<file path="src/rtl/jtag_shift_engine.sv">
// rtl/jtag_shift_engine.sv - byte-command JTAG sequencer for the USB JTAG adapter
//
// Purpose: decodes a byte command stream into TCK/TMS/TDI shifts and
// TRST/SRST/output-enable control, and returns captured TDO or status bytes.
// Every output is driven straight from a CLK-domain flop.
//
// Ports:
//   CLK, RST_N                      system clock, async active-low reset
//   CMD_DATA/CMD_VALID/CMD_READY    command/data byte stream in
//   RSP_DATA/RSP_VALID/RSP_READY    response byte stream out
//   TCK_OUT/TMS_OUT/TDI_OUT         JTAG signals, JTAG_OE_N their enable
//   TRST_N_OUT/TRST_N_OE_N          TRST level and drive enable
//   SRST_N_OUT/SRST_N_OE_N          SRST level and drive enable
//   TDO_IN, SRST_N_IN               asynchronous target inputs
//   BUSY                            high whenever the engine is not idle
module jtag_shift_engine #(
  parameter int CLK_DIV = 4,
  parameter int DIV_W   = 8
) (
  input  logic       CLK,
  input  logic       RST_N,
  input  logic [7:0] CMD_DATA,
  input  logic       CMD_VALID,
  output logic       CMD_READY,
  output logic [7:0] RSP_DATA,
  output logic       RSP_VALID,
  input  logic       RSP_READY,
  output logic       TCK_OUT,
  output logic       TMS_OUT,
  output logic       TDI_OUT,
  output logic       JTAG_OE_N,
  output logic       TRST_N_OUT,
  output logic       TRST_N_OE_N,
  output logic       SRST_N_OUT,
  output logic       SRST_N_OE_N,
  input  logic       TDO_IN,
  input  logic       SRST_N_IN,
  output logic       BUSY
);

  localparam logic [2:0] S_IDLE    = 3'd0;
  localparam logic [2:0] S_GETDATA = 3'd1;
  localparam logic [2:0] S_LO      = 3'd2;
  localparam logic [2:0] S_HI      = 3'd3;
  localparam logic [2:0] S_RESP    = 3'd4;

  localparam logic [DIV_W-1:0] DIV_LAST = DIV_W'(CLK_DIV - 1);
  localparam logic [DIV_W-1:0] DIV_ONE  = DIV_W'(1);

  logic [2:0]       state_q, state_d;
  logic [DIV_W-1:0] div_q, div_d;
  logic [2:0]       bit_q, bit_d;
  logic [2:0]       nlast_q, nlast_d;
  logic             tms_bit_q, tms_bit_d;
  logic             read_q, read_d;
  logic [7:0]       data_q, data_d;
  logic [7:0]       cap_q, cap_d;
  logic [7:0]       rsp_data_q, rsp_data_d;
  logic             rsp_valid_q, rsp_valid_d;
  logic             tck_q, tck_d, tms_q, tms_d, tdi_q, tdi_d;
  logic             jtag_oe_n_q, jtag_oe_n_d;
  logic             trst_n_q, trst_n_d, trst_oe_n_q, trst_oe_n_d;
  logic             srst_n_q, srst_n_d, srst_oe_n_q, srst_oe_n_d;
  logic             cmd_ready_q, cmd_ready_d;
  logic             busy_q, busy_d;
  logic             tdo_meta_q, tdo_sync_q, srst_meta_q, srst_sync_q;

  logic             accept;
  logic [7:0]       cap_new;
  logic [2:0]       bit_nxt;

  // Bits 6:5 of a command byte carry no meaning.
  logic unused_cmd_bits;
  assign unused_cmd_bits = ^CMD_DATA[6:5];

  assign accept = CMD_VALID && cmd_ready_q;

  always_comb begin
    state_d     = state_q;
    div_d       = div_q;
    bit_d       = bit_q;
    nlast_d     = nlast_q;
    tms_bit_d   = tms_bit_q;
    read_d      = read_q;
    data_d      = data_q;
    cap_d       = cap_q;
    rsp_data_d  = rsp_data_q;
    rsp_valid_d = rsp_valid_q;
    tms_d       = tms_q;
    tdi_d       = tdi_q;
    jtag_oe_n_d = jtag_oe_n_q;
    trst_n_d    = trst_n_q;
    trst_oe_n_d = trst_oe_n_q;
    srst_n_d    = srst_n_q;
    srst_oe_n_d = srst_oe_n_q;
    cap_new     = cap_q;
    cap_new[bit_q] = tdo_sync_q;
    bit_nxt     = bit_q + 3'd1;

    case (state_q)
      S_IDLE: begin
        if (accept) begin
          if (CMD_DATA[7]) begin
            nlast_d   = CMD_DATA[2:0];
            tms_bit_d = CMD_DATA[3];
            read_d    = CMD_DATA[4];
            state_d   = S_GETDATA;
          end else begin
            jtag_oe_n_d = ~CMD_DATA[0];
            trst_n_d    = ~CMD_DATA[1];
            trst_oe_n_d = ~CMD_DATA[1];
            srst_n_d    = ~CMD_DATA[2];
            srst_oe_n_d = ~CMD_DATA[2];
            if (CMD_DATA[3]) begin
              // Status reflects the control settings carried by this same byte.
              rsp_data_d  = {5'b0, CMD_DATA[1], CMD_DATA[0], srst_sync_q};
              rsp_valid_d = 1'b1;
              state_d     = S_RESP;
            end
          end
        end
      end
      S_GETDATA: begin
        if (accept) begin
          data_d  = CMD_DATA;
          cap_d   = 8'h00;
          bit_d   = 3'd0;
          div_d   = '0;
          tms_d   = tms_bit_q;
          tdi_d   = CMD_DATA[0];
          state_d = S_LO;
        end
      end
      S_LO: begin
        if (div_q == DIV_LAST) begin
          div_d   = '0;
          state_d = S_HI;
        end else begin
          div_d = div_q + DIV_ONE;
        end
      end
      S_HI: begin
        if (div_q == DIV_LAST) begin
          // TDO is taken on the final CLK of the high phase, just before TCK falls.
          div_d = '0;
          cap_d = cap_new;
          if (bit_q == nlast_q) begin
            if (read_q) begin
              rsp_data_d  = cap_new;
              rsp_valid_d = 1'b1;
              state_d     = S_RESP;
            end else begin
              state_d = S_IDLE;
            end
          end else begin
            bit_d   = bit_nxt;
            tdi_d   = data_q[bit_nxt];
            state_d = S_LO;
          end
        end else begin
          div_d = div_q + DIV_ONE;
        end
      end
      S_RESP: begin
        if (RSP_READY) begin
          rsp_valid_d = 1'b0;
          state_d     = S_IDLE;
        end
      end
      default: state_d = S_IDLE;
    endcase

    // Decoding from the next state keeps TCK, ready and busy as plain flops.
    tck_d       = (state_d == S_HI);
    cmd_ready_d = (state_d == S_IDLE) || (state_d == S_GETDATA);
    busy_d      = (state_d != S_IDLE);
  end

  always_ff @(posedge CLK or negedge RST_N) begin
    if (!RST_N) begin
      state_q     <= S_IDLE;
      div_q       <= '0;
      bit_q       <= 3'd0;
      nlast_q     <= 3'd0;
      tms_bit_q   <= 1'b0;
      read_q      <= 1'b0;
      data_q      <= 8'h00;
      cap_q       <= 8'h00;
      rsp_data_q  <= 8'h00;
      rsp_valid_q <= 1'b0;
      tck_q       <= 1'b0;
      tms_q       <= 1'b1;
      tdi_q       <= 1'b0;
      jtag_oe_n_q <= 1'b1;
      trst_n_q    <= 1'b1;
      trst_oe_n_q <= 1'b1;
      srst_n_q    <= 1'b1;
      srst_oe_n_q <= 1'b1;
      cmd_ready_q <= 1'b1;
      busy_q      <= 1'b0;
      tdo_meta_q  <= 1'b1;
      tdo_sync_q  <= 1'b1;
      srst_meta_q <= 1'b1;
      srst_sync_q <= 1'b1;
    end else begin
      state_q     <= state_d;
      div_q       <= div_d;
      bit_q       <= bit_d;
      nlast_q     <= nlast_d;
      tms_bit_q   <= tms_bit_d;
      read_q      <= read_d;
      data_q      <= data_d;
      cap_q       <= cap_d;
      rsp_data_q  <= rsp_data_d;
      rsp_valid_q <= rsp_valid_d;
      tck_q       <= tck_d;
      tms_q       <= tms_d;
      tdi_q       <= tdi_d;
      jtag_oe_n_q <= jtag_oe_n_d;
      trst_n_q    <= trst_n_d;
      trst_oe_n_q <= trst_oe_n_d;
      srst_n_q    <= srst_n_d;
      srst_oe_n_q <= srst_oe_n_d;
      cmd_ready_q <= cmd_ready_d;
      busy_q      <= busy_d;
      tdo_meta_q  <= TDO_IN;
      tdo_sync_q  <= tdo_meta_q;
      srst_meta_q <= SRST_N_IN;
      srst_sync_q <= srst_meta_q;
    end
  end

  assign CMD_READY   = cmd_ready_q;
  assign RSP_DATA    = rsp_data_q;
  assign RSP_VALID   = rsp_valid_q;
  assign TCK_OUT     = tck_q;
  assign TMS_OUT     = tms_q;
  assign TDI_OUT     = tdi_q;
  assign JTAG_OE_N   = jtag_oe_n_q;
  assign TRST_N_OUT  = trst_n_q;
  assign TRST_N_OE_N = trst_oe_n_q;
  assign SRST_N_OUT  = srst_n_q;
  assign SRST_N_OE_N = srst_oe_n_q;
  assign BUSY        = busy_q;

endmodule

</file>
<file path="config.mk">
export PLATFORM = sky130hd
export DESIGN_NAME = jtag_shift_engine
export DESIGN_NICKNAME = d
export VERILOG_FILES = /design/src/rtl/jtag_shift_engine.sv
export SDC_FILE = /design/constraint.sdc
export NUM_CORES = 1
export LEC_CHECK = 0
export BUFFER_PORTS_ARGS = -buffer_cell sky130_fd_sc_hd__buf_2
export CELL_PAD_IN_SITES_DETAIL_PLACEMENT = 1
export CELL_PAD_IN_SITES_GLOBAL_PLACEMENT = 2
export CORE_ASPECT_RATIO = 1.5
export CORE_UTILIZATION = 34
export CTS_CLUSTER_DIAMETER = 40
export DETAILED_ROUTE_END_ITERATION = 10
export PLACE_DENSITY_LB_ADDON = 0.1
export SETUP_SLACK_MARGIN = 0.2
export SLEW_MARGIN = 40
export SYNTH_ARGS = -nofsm -noshare
export SYNTH_HDL_FRONTEND = slang
export SYNTH_SLANG_ARGS = --single-unit
</file>
<file path="constraint.sdc">
create_clock -name CLK -period 1.9 [get_ports CLK]
set_input_delay 0.19 -clock CLK [delete_from_list [all_inputs] [get_ports CLK]]
set_output_delay 0.19 -clock CLK [all_outputs]
set_load 0.1 [all_outputs]
</file>
# After elaboration in Yosys (flattened, before gate mapping)
# Index checks and enable logic that the tools add are counted.
# totals
latch_bits	0
input_bits	14
ramBits	0
elab_cells	110
regBits	56
n_memories	0
romBits	0
# op_classes
n_shift	0
bitwise	4
mux	43
n_lt_le_gt_ge	3
div_mod_pow	0
n_addsub	2
n_eq_ne	17
multipliers	0
n_reduce_logical	19
# op_table
operator	count
$mux W8	9
$pmux W8 S2	3
$mux W3	12
$ne A2 B2 Y1 const B	9
$pmux W3 S5	1
$mux W1	12
$eq A3 B2 Y1 const B	3
$reduce_and A3 Y1	3
$add A8 B1 Y8 const B	1
$bwmux W8	1
$eq A8 B2 Y1 const B	1
$lt A3 B4 Y1 const B	2
$reduce_and A8 Y1	1
$reduce_and A7 Y1	1
$eq A3 B1 Y1 const B	2
$logic_not A3 Y1	2
$pmux W3 S2	1
$reduce_bool A2 Y1	3
$reduce_bool A3 Y1	2
$not A1 Y1	4
$reduce_and A2 Y1	2
$reduce_and A4 Y1	1
$add A3 B1 Y3 const B	1
$bmux W1 S3	1
other kinds (9)	10

# Depth between registers and ports, before layout
# logic_depth
depth_word	9
ltp_mapped	6
depth_no_buf	5

# Worst setup path after synthesis
# OpenSTA, ideal clock, no wires.
# synth_timing
path_type	reg2reg
startpoint	register cmd_ready_q (netlist: CMD_READY)
endpoint	register rsp_data_q[0] (netlist: RSP_DATA[0])
required_ns	1.775
setup_ns	0.125
path_buffers	0
t_arrival_ns	1.898
stages_incl_launch_ff	4
path_slack_ns	-0.123
cell_sequence	dfstp_2 nand4b_1 a211oi_4 mux2_2
# synth_via
elab_chain_len	3
# synth_rtl
element	line_no	rtl
start: declaration	64	logic cmd_ready_q, cmd_ready_d;
start signal: assignment	224	cmd_ready_q <= cmd_ready_d;
$logic_and A1 B1 Y1	76	assign accept = CMD_VALID && cmd_ready_q;
$ne A2 B2 Y1 (no line)	-	
$reduce_and A7 Y1 (no line)	-	
end signal: assignment	214	rsp_data_q <= rsp_data_d;
end: declaration	58	logic [7:0] rsp_data_q, rsp_data_d;
# No other way between the ends.
# A chain may end at the register's enable or synchronous reset.

# Worst setup path in the final report
# layout_timing
startpoint	register div_q[1]
endpoint	register cap_q[2]
# layout_via
elab_chain_len	3
# layout_rtl
element	line_no	rtl
start: declaration	51	logic [DIV_W-1:0] div_q, div_d;
start signal: assignment	207	div_q <= div_d;
$eq A8 B2 Y1	143	if (div_q == DIV_LAST) begin
$ne A2 B2 Y1 (no line)	-	
$reduce_and A3 Y1 (no line)	-	
end signal: assignment	213	cap_q <= cap_d;
end: declaration	57	logic [7:0] cap_q, cap_d;
# No other way between the ends.

==> out/qor.yml <==
outcome:
  outcome: "complete, no violations"
synthesis:
  yosysTopAreaCell: "dfrtp_1"
  synthTopCellsByCount: "47 x dfrtp_1, 42 x nand2_1, 20 x mux2_2"
  yosysMostFrequentCell: "dfrtp_1"
  synth_flop_cell: "dfrtp_1"
  ys_seq_area_frac: 0.508
  syn_nets: 271
  synthCells: 255
  synth_cell_types: 48
  yosys-top-cells-area: "dfrtp_1 42%, dfstp_2 8.5%, mux2_2 8.1%"
  synth_edf_count: 0
  synth_top_cell_area_share: 0.423
  ys_async_sr_fraction: 1.00
  yosys_warnings: 0
  synth-seq-cells: 56
  syn-mean-instance-area_um2: 10.9
  synth_area_mm2: 0.00278
cells_and_area:
  nets: 342
  layout-drive-gt1-share: 0.434
  fill_cells: 882
  multi_input_area_mm2: 0.00150
  syn2layout_area_growth_pct: 36.1
  seqCellArea_mm2: 0.00142
  diodes: 0
  final_core_util: 0.476
die:
  die_w_um: 75.9
  core_mm2: 0.00796
  pin_count: 33
  dieArea_mm2: 0.00856
  rows: 40
  die_h_um: 113
  initial_core_util: 0.350
sta:
  post-route-period-util: 0.974
  layout_setup_ws_ns: 0.0489
  fmax_mhz: 540
  fin_crit_ns: 1.85
  worstMarginPinSlew_ns: 0.529
  final_hold_viol_count: 0
  fin_skew_ns: 0.00653
  slew_violations: 0
  relSlewSlack: 0.647
  setup_violations: 0
  rsz0062_at_grt: "true"
setup_path:
  crit_slowest_cell: "or4b_4"
  crit_required_ns: 2.09
  reg2reg_slack_ns: 0.05
  cp_max_fo: 4
  crit_arrival_ns: 2.04
  critical_path.top_delay_family: "simple AND/OR/NAND/NOR gates"
  rr_startpoint: "div_q[1]$_DFFE_PN0P_"
  slowest_delay_ns: 0.49
  crit_type: "register to register"
  endpoint_kind: "register"
  cp_cell_sequence: "ha_4 -> or4b_4 -> nor3_4 -> buf_6 -> o22ai_2 -> a22o_1"
  path_buf_inv: 1
  cp-start-kind: "register"
  worst_r2r_endpoint: "cap_q[2]$_DFFE_PN0P_"
  r2r_cells: 6
hold_path:
  hold_path.class: "primary input to register"
  whs_endpoint: "SRST_N_OE_N$_DFFE_PN1P_"
  hold_path_startpoint: "CMD_DATA[2]"
  holdPathStages: 2
route:
  initialDrtViolationCount: 105
  num_vias: 2166
  ant_nets: 0
  dr.pass1.iters: 4
  routed_wirelength_um: 7560
  viasPerCell: 5.01
  drc: 0
  routedWlPerCell_um: 17.5
clock_tree:
  clock_latency_ns: 0.30
  cts_tree: "built"
  cts_buffers: 5
  htreeDepth: 2
  clk_pin_slew_worst_paths_ns: 0.07
  clk_root_buffer_cell: "clkbuf_16"
  cts.sinks: 56
  ctsLongestPathBuffers: 2
pwr:
  power_density_mw_per_mm2: 1830
  p_leak_nw: 1.77
  irDropWorstVdd_v: 0.000884
flow_run:
  drv_cap: 0
placement:
  dp_hpwl_um: 5340
  port_buffers: 32
  pre_cts_slack_ns: 0.0126
  place_congestion: 0.778
global_routing:
  grtUsageTotal: 0.198
  antenna_found_initial: 0
  grt_overflow: 0
  first_global_vias: 2403
  grt_max_degree: 23
  grt_first_pass_wirelength_um: 12600
## per-stage QoR
step	total power [mW]	instance area (um2)	setup TNS, ns	std cells	hold WS (ns)
2_1_floorplan	4.59	2860	-0.0157	255	-0.106
5_1_grt	7.36	3790	-0.0711	432	0.0921
3_5_place_dp	5.49	3310	0	408	0.205
4_1_cts	6.80	3650	0	428	0.0832
3_3_place_gp	5.46	3310	0	408	0.190
6_report	6.94	3790	0	432	0.0852
## kinds of logic after synthesis
group | after synthesis | share of synthesized area
multiplexers | 37 | 0.151
flip-flops | 56 | 0.508
AO/OA/AOI/OAI | 39 | 0.102
buffers and inverters | 21 | 0.0346
adder cells (fa/ha/maj) | 2 | 0.00899
AND/OR/NAND/NOR | 95 | 0.180
XOR/XNOR | 5 | 0.0157
## where the power goes
part	switching [mW]	internal, mW
logic	2.53	1.42
clock network	0.419	0.621
registers	0.304	1.64
total	3.25	3.69
## timing repair
action | in CTS | in global routing
buffers inserted | 9 | 4
setup endpoints to repair | 27 | 38
pin swaps | 8 | 8
hold buffers | 3 | 0
resized for setup | 19 | 23
hold endpoints to repair | 18 | 0
## layout make-up
class / instances / share of cell area
clock buffers: 6 / 0.0340
multi-input cells: 178 / 0.396
clock inverters: 2 / 0.00925
flip-flops and latches: 56 / 0.375
repair buffers: 76 / 0.142
inverters: 9 / 0.00892
well taps: 105 / 0.0347
## how the worst max path moves through the flow
stage	start	end	slack, ns	depth (start not counted)
final	div_q[1]$_DFFE_PN0P_	cap_q[2]$_DFFE_PN0P_	0.05	6
after global routing	div_q[1]$_DFFE_PN0P_	cap_q[2]$_DFFE_PN0P_	-0.04	6
after CTS	div_q[1]$_DFFE_PN0P_	cap_q[2]$_DFFE_PN0P_	0.09	6
after detailed placement	div_q[1]$_DFFE_PN0P_	TDI_OUT$_DFFE_PN0P_	0.01	5
after global placement	div_q[1]$_DFFE_PN0P_	TDI_OUT$_DFFE_PN0P_	0.04	5
after floorplan	CMD_READY$_DFF_PN1_	RSP_DATA[0]$_DFFE_PN0P_	-0.002	3
## worst register-to-register path, cell delays in order, from the launching register on
cell     delay (ns)
dfrtp_1        0.40
ha_4           0.16
or4b_4         0.49
nor3_4         0.25
buf_6          0.16
o22ai_2        0.07
a22o_1         0.22
## state kept, by name (all words and copies together) (netlist names), 3 cells and up
signal,count
data_q,8
state_q,3
nlast_q,3
div_q,8
cap_q,8
RSP_DATA,8
bit_q,3
## cells in the final DEF (no fill, tap or decap), drive strengths merged, types with 4 or more instances in the layout
cell / synthesis / routed
buf: 7 / 73
dfrtp: 47 / 47
nand2: 42 / 42
mux2: 20 / 20
mux2i: 15 / 15
nor2: 14 / 14
inv: 9 / 9
dfstp: 9 / 9
o21ai: 9 / 9
nand3: 8 / 8
a22o: 7 / 7
clkbuf: 5 / 6
nor3: 6 / 6
a21oi: 5 / 5
nand3b: 4 / 4
o22ai: 4 / 4
xnor2: 4 / 4
## per-layer routing
layer,up-vias,part of all wire,routed length [um],track usage
li1,1039,-,-,-
met1,1094,0.42,3150,0.243
met2,26,0.55,4150,0.347
met3,7,0.020,151,0.0329
met4,0,0.014,104,0.0593
met5,-,0,0,0
Power figures use the tool's default switching activity.
